## src/rtl/n8_pad_poller.sv

```systemverilog
// n8_pad_poller
// Polls 1..4 NES/SNES-style serial game pads that share one latch/pulse pair.
// Each frame latches the pads and shifts NUM_BITS bits out of every pad. It
// then publishes an active-high button vector together with a one-clk valid
// strobe.
//
// Ports:
//   clk      system clock
//   rst_n    asynchronous active-low reset
//   poll_en  1 = poll continuously, 0 = stop once the current frame ends
//   data_in  serial pad data, one line per pad, active-low, asynchronous
//   latch    pad latch (registered)
//   pulse    pad shift clock (registered)
//   buttons  pressed = 1; pad p is [p*NUM_BITS +: NUM_BITS], bit k = k-th bit shifted
//   valid    one-clk strobe, aligned with the new buttons value
//   busy     high while the frame FSM is not idle
//
// Optional feature: define N8_PAD_DEBOUNCE_EN to publish a pad's field only
// when two consecutive raw frames agree.
//
// Handshake: valid is a pure strobe with no ready. Consumers must sample
// buttons in the cycle where valid=1. buttons then holds until the next strobe.

module n8_pad_poller #(
    parameter int CLK_DIV     = 4,
    parameter int NUM_BITS    = 8,
    parameter int NUM_PADS    = 1,
    parameter int LATCH_TICKS = 2,
    parameter int GAP_TICKS   = 4
) (
    input  logic                         clk,
    input  logic                         rst_n,
    input  logic                         poll_en,
    input  logic [NUM_PADS-1:0]          data_in,
    output logic                         latch,
    output logic                         pulse,
    output logic [NUM_PADS*NUM_BITS-1:0] buttons,
    output logic                         valid,
    output logic                         busy
);

    localparam int D_W   = (CLK_DIV > 1) ? $clog2(CLK_DIV) : 1;
    localparam int K_W   = (NUM_BITS > 1) ? $clog2(NUM_BITS) : 1;
    localparam int T_MAX = (LATCH_TICKS > GAP_TICKS) ? LATCH_TICKS : GAP_TICKS;
    localparam int T_W   = $clog2(T_MAX + 1);
    localparam int W     = NUM_PADS * NUM_BITS;

    typedef enum logic [2:0] {
        S_IDLE, S_LATCH, S_READ_LO, S_READ_HI, S_PUBLISH, S_GAP
    } state_e;

    state_e              state_q, state_d;
    logic [D_W-1:0]      div_q, div_d;
    logic [K_W-1:0]      k_q, k_d;
    logic [T_W-1:0]      tcnt_q, tcnt_d;
    logic [W-1:0]        shift_q, shift_d;
    logic [W-1:0]        buttons_q, buttons_d;
    logic                valid_q, valid_d;
    logic                latch_q, latch_d;
    logic                pulse_q, pulse_d;
    logic [NUM_PADS-1:0] sync1_q, sync2_q;
    logic                tick;
`ifdef N8_PAD_DEBOUNCE_EN
    logic [W-1:0]        prev_q, prev_d;
`endif

    assign tick    = (div_q == D_W'(CLK_DIV - 1));
    assign latch   = latch_q;
    assign pulse   = pulse_q;
    assign buttons = buttons_q;
    assign valid   = valid_q;
    assign busy    = (state_q != S_IDLE);

    always_comb begin
        state_d   = state_q;
        div_d     = div_q;
        k_d       = k_q;
        tcnt_d    = tcnt_q;
        shift_d   = shift_q;
        buttons_d = buttons_q;
        valid_d   = 1'b0;
`ifdef N8_PAD_DEBOUNCE_EN
        prev_d    = prev_q;
`endif

        // The divider freezes for the single PUBLISH cycle. GAP therefore
        // starts from a fresh count, and that one clk adds to the frame
        // length instead of being absorbed.
        if (state_q != S_PUBLISH) begin
            div_d = tick ? '0 : div_q + 1'b1;
        end

        case (state_q)
            S_IDLE: begin
                if (tick && poll_en) begin
                    state_d = S_LATCH;
                    tcnt_d  = '0;
                end
            end
            S_LATCH: begin
                if (tick) begin
                    if (tcnt_q == T_W'(LATCH_TICKS - 1)) begin
                        state_d = S_READ_LO;
                        k_d     = '0;
                        tcnt_d  = '0;
                    end else begin
                        tcnt_d = tcnt_q + 1'b1;
                    end
                end
            end
            S_READ_LO: begin
                if (tick) begin
                    for (int p = 0; p < NUM_PADS; p++) begin
                        for (int b = 0; b < NUM_BITS; b++) begin
                            if (k_q == K_W'(b)) begin
                                shift_d[p*NUM_BITS + b] = sync2_q[p];
                            end
                        end
                    end
                    state_d = (k_q == K_W'(NUM_BITS - 1)) ? S_PUBLISH : S_READ_HI;
                end
            end
            S_READ_HI: begin
                if (tick) begin
                    k_d     = k_q + 1'b1;
                    state_d = S_READ_LO;
                end
            end
            S_PUBLISH: begin
                valid_d = 1'b1;
                state_d = S_GAP;
                tcnt_d  = '0;
`ifdef N8_PAD_DEBOUNCE_EN
                for (int p = 0; p < NUM_PADS; p++) begin
                    if (shift_q[p*NUM_BITS +: NUM_BITS] == prev_q[p*NUM_BITS +: NUM_BITS]) begin
                        buttons_d[p*NUM_BITS +: NUM_BITS] = ~shift_q[p*NUM_BITS +: NUM_BITS];
                    end
                end
                prev_d = shift_q;
`else
                buttons_d = ~shift_q;
`endif
            end
            S_GAP: begin
                if (tick) begin
                    if (tcnt_q == T_W'(GAP_TICKS - 1)) begin
                        state_d = poll_en ? S_LATCH : S_IDLE;
                        tcnt_d  = '0;
                    end else begin
                        tcnt_d = tcnt_q + 1'b1;
                    end
                end
            end
            default: state_d = S_IDLE;
        endcase

        // Pin levels are decoded from the next state. latch and pulse are
        // then registered and track the state exactly, so they can never
        // overlap.
        latch_d = (state_d == S_LATCH);
        pulse_d = (state_d == S_READ_HI);
    end

    always_ff @(posedge clk or negedge rst_n) begin
        if (!rst_n) begin
            state_q   <= S_IDLE;
            div_q     <= '0;
            k_q       <= '0;
            tcnt_q    <= '0;
            shift_q   <= '0;
            buttons_q <= '0;
            valid_q   <= 1'b0;
            latch_q   <= 1'b0;
            pulse_q   <= 1'b0;
            sync1_q   <= '0;
            sync2_q   <= '0;
`ifdef N8_PAD_DEBOUNCE_EN
            prev_q    <= '1;
`endif
        end else begin
            state_q   <= state_d;
            div_q     <= div_d;
            k_q       <= k_d;
            tcnt_q    <= tcnt_d;
            shift_q   <= shift_d;
            buttons_q <= buttons_d;
            valid_q   <= valid_d;
            latch_q   <= latch_d;
            pulse_q   <= pulse_d;
            sync1_q   <= data_in;
            sync2_q   <= sync1_q;
`ifdef N8_PAD_DEBOUNCE_EN
            prev_q    <= prev_d;
`endif
        end
    end

endmodule

```

## config.mk

```make
export PLATFORM = sky130hd
export DESIGN_NAME = n8_pad_poller
export DESIGN_NICKNAME = d
export VERILOG_FILES = /design/src/rtl/n8_pad_poller.sv
export SDC_FILE = /design/constraint.sdc
export NUM_CORES = 1
export LEC_CHECK = 0
export CAP_MARGIN = 40
export CELL_PAD_IN_SITES_DETAIL_PLACEMENT = 1
export CELL_PAD_IN_SITES_GLOBAL_PLACEMENT = 1
export CORE_UTILIZATION = 43
export DETAILED_ROUTE_END_ITERATION = 6
export PLACE_DENSITY_LB_ADDON = 0.12
export SETUP_SLACK_MARGIN = 0.3
export SLEW_MARGIN = 20
export SYNTH_ARGS = -nofsm -noshare
export SYNTH_HDL_FRONTEND = slang
export SYNTH_SLANG_ARGS = --single-unit
export TNS_END_PERCENT = 30
```

## constraint.sdc

```tcl
create_clock -name clk -period 2.3 [get_ports clk]
set_clock_uncertainty 0.2 [all_clocks]
set_input_delay 0.575 -clock clk [delete_from_list [all_inputs] [get_ports clk]]
set_output_delay 0.575 -clock clk [all_outputs]
set_load 0.02 [all_outputs]
```

==> flow_metrics.env <==
export IMPL_drv_slew=0
export IMPL_area_growth_pct=21.36
export IMPL_worstSkewPairLatency_ns=0.33
export IMPL_die_width_um=61.29
export IMPL_grtUsageTotal=0.1960
export IMPL_synthFlopType="dfrtp_1"
export IMPL_post_route_cells_drive_above_1_share=0.1845
export IMPL_port_buffers=15
export IMPL_antenna_found_initial=0
export IMPL_start_util=0.4494
export IMPL_dieArea_sq_um=3756
export IMPL_dp_cells=204
export IMPL_worstSetupPathType="reg2out"
export IMPL_vias=1119
export IMPL_viasPerCell=5.229
export IMPL_clock_power_share=0.267
export IMPL_fmax_mhz=483.5
export IMPL_cp_max_fo=2
export IMPL_firstDrtPassIters=4
export IMPL_rows=21
export IMPL_slew_headroom=0.7192
export IMPL_critical_path_required_ns=1.52
export IMPL_cts_root_buf="clkbuf_4"
export IMPL_cts_buffers=5
export IMPL_min_path_type="reg2reg"
export IMPL_drcViolationCount=0
export IMPL_grt_max_degree=33
export IMPL_grt_ovfl_total=0
export IMPL_stdcell_count=214
export IMPL_synth_area_leaders="dfrtp_1, ha_1, nand2_1"
export IMPL_gp_congestion=0.7647
export IMPL_drtIter0Drc=25
export IMPL_p_seq_frac=0.435
export IMPL_fin_crit_ns=2.068
export IMPL_setup_violations=0
export IMPL_period_share=0.8992
export IMPL_hpwlAfterDp_um=2191
export IMPL_cp_slowest_stage_delay_ns=0.60
export IMPL_worst_pin_slew_ns=0.4207
export IMPL_cts_clk_slew_worst_paths_ns=0.10
export IMPL_cpMaxStageDelayCell="clkdlybuf4s50_1"
export IMPL_p_leak_nw=0.8707
export IMPL_core_area_sq_um=3363
export IMPL_pwr_share_comb=0.298
export IMPL_clock_path_buffers=2
export IMPL_cp_cell_sequence="clkdlybuf4s50_1"
export IMPL_power_net_switching_w=0.0005149
export IMPL_final_antenna_net_count=0
export IMPL_p_int_w=0.001069
export IMPL_yosysTopAreaCellShare=0.5298
export IMPL_power_density_nw_per_um2=863.3
export IMPL_routed_wirelength_um=3119
export IMPL_synthesis_area_sq_um=1511
export IMPL_synthesis_nets=158
export IMPL_end_kind="output pin"
export IMPL_drv_cap=0
export IMPL_status="completed"
export IMPL_synth_seq_cells=32
export IMPL_ys_seq_area_frac=0.5298
export IMPL_synthTopCellsByCount="dfrtp_1, nand2_1, ha_1"
export IMPL_critical_path_buf_inv_count=1
export IMPL_power_share_switching=0.3251
export IMPL_yosys_area_top_type="dfrtp_1"
export IMPL_ys_async_sr_fraction=1.000
export IMPL_cts_tree="done"
export IMPL_diodes=0
export IMPL_worstSetupStartpointType="flip-flop"
export IMPL_synthCells=143
export IMPL_arrival_ns=1.29
export IMPL_rsz0062_at_grt="true"
export IMPL_synth_most_common_cell="dfrtp_1"
export IMPL_synthDistinctLibCells=29
export IMPL_avgSynthCellArea_sq_um=10.57
export IMPL_routedWlPerCell_um=14.57
export IMPL_crit_family="buffers and inverters"
export IMPL_grt_pass1_wl_um=5271
export IMPL_nets=182
export IMPL_htreeDepth=2
export IMPL_fin_setup_tns_ns=0
export IMPL_vdd_ir_drop_max_mv=0.4566
export IMPL_hold_viol=0
export IMPL_synth_edf_count=0
export IMPL_clock_sinks=32
export IMPL_io_pins=16
export IMPL_die_h_um=61.29
export IMPL_yosysWarnings=0
export IMPL_grt_pass1_vias=1126
## state kept, by name, indices dropped and copies added, names as in the netlist
name	flops
pulse	1
sync2_q	1
buttons	8
state_q	3
valid	1
sync1_q	1
k_q	3
tcnt_q	3
shift_q	8
div_q	2
latch	1
## layout by cell type (no fill, tap or decap), types with 5 or more instances in the layout
cell              n
o21ai_1          10
mux2_2            8
clkdlybuf4s50_1  11
clkbuf_4          5
dfrtp_1          32
nand2_1          30
inv_1             8
ha_1             10
buf_4             7
## cell families after synthesis
group / after synthesis / synth area share
compound gates: 26 / 0.1068
mux: 8 / 0.05961
simple gates: 52 / 0.1697
flops: 32 / 0.5298
buf+inv: 14 / 0.04304
fa+ha+maj: 11 / 0.09106
## power groups by stage
stage | Sequential [W] | Clock [W] | Combinational [W]
after floorplan | 0.000727 | 0 | 0.000240
after global placement | 0.000701 | 0 | 0.000408
after detailed placement | 0.000711 | 0 | 0.000433
after CTS | 0.000688 | 0.000432 | 0.000474
after global routing | 0.000698 | 0.000461 | 0.000523
final | 0.000689 | 0.000423 | 0.000472
## area by class of cell
cell class,instances,area (sq um)
Tap cell,46,57.56
Multi-Input combinational cell,97,664.4
Sequential cell,32,800.8
Inverter,9,33.78
Clock buffer,6,41.29
Timing Repair Buffer,22,201.4
Fill cell,399,1529
Clock inverter,2,35.03
## worst reg2reg max path, stage by stage (launching register included)
cell and delay [ns]:
dfrtp_1 0.40, ha_1 0.23, ha_1 0.21, or3b_1 0.40, o221ai_2 0.15, a311o_1 0.16
nor3b_2 0.16
## repair_timing
item,4_1_cts,5_1_grt
setup endpoints to repair,19,18
resized for setup,7,4
pin swaps,2,0
hold buffers,0,0
buffers inserted,2,0
## layer usage
metal,track usage,wire (um),vias up
met5,0,0,-
met4,0.03896,16,0
met3,0.07143,126,3
met2,0.3416,1617,19
met1,0.2325,1359,561
li1,-,-,536
## per-stage QoR
stage / setup WS [ns] / instance area (sq um) / total power (W) / utilization / hold WS (ns)
floorplan: 0.4163 / 1511 / 0.0009675 / - / 0.07941
global placement: 0.2812 / 1725 / 0.001109 / 0.5130 / 0.1352
detailed placement: 0.2177 / 1725 / 0.001144 / 0.5130 / 0.1523
CTS: 0.2169 / 1822 / 0.001595 / 0.5417 / 0.1766
global route: 0.1690 / 1834 / 0.001682 / 0.5454 / 0.1770
finish: 0.2318 / 1834 / 0.001584 / 0.5454 / 0.1684
## path summary, 6_finish.rpt
check	start	to	slack (ns)	cells past startpoint
hold / removal	sync1_q$_DFF_PN0_	sync2_q$_DFF_PN0_	0.17	0
min in group asynchronous	rst_n	state_q[0]$_DFF_PN0_	0.42	2
setup / recovery	buttons[4]$_DFFE_PN0P_	buttons[4]	0.23	1
setup reg to reg	k_q[0]$_DFFE_PN0P_	latch$_DFF_PN0_	0.31	6
hold reg to reg	sync1_q$_DFF_PN0_	sync2_q$_DFF_PN0_	0.17	0
max in group asynchronous	rst_n	div_q[1]$_DFFE_PN0N_	1.19	2
(Power assumes the default switching activity.)
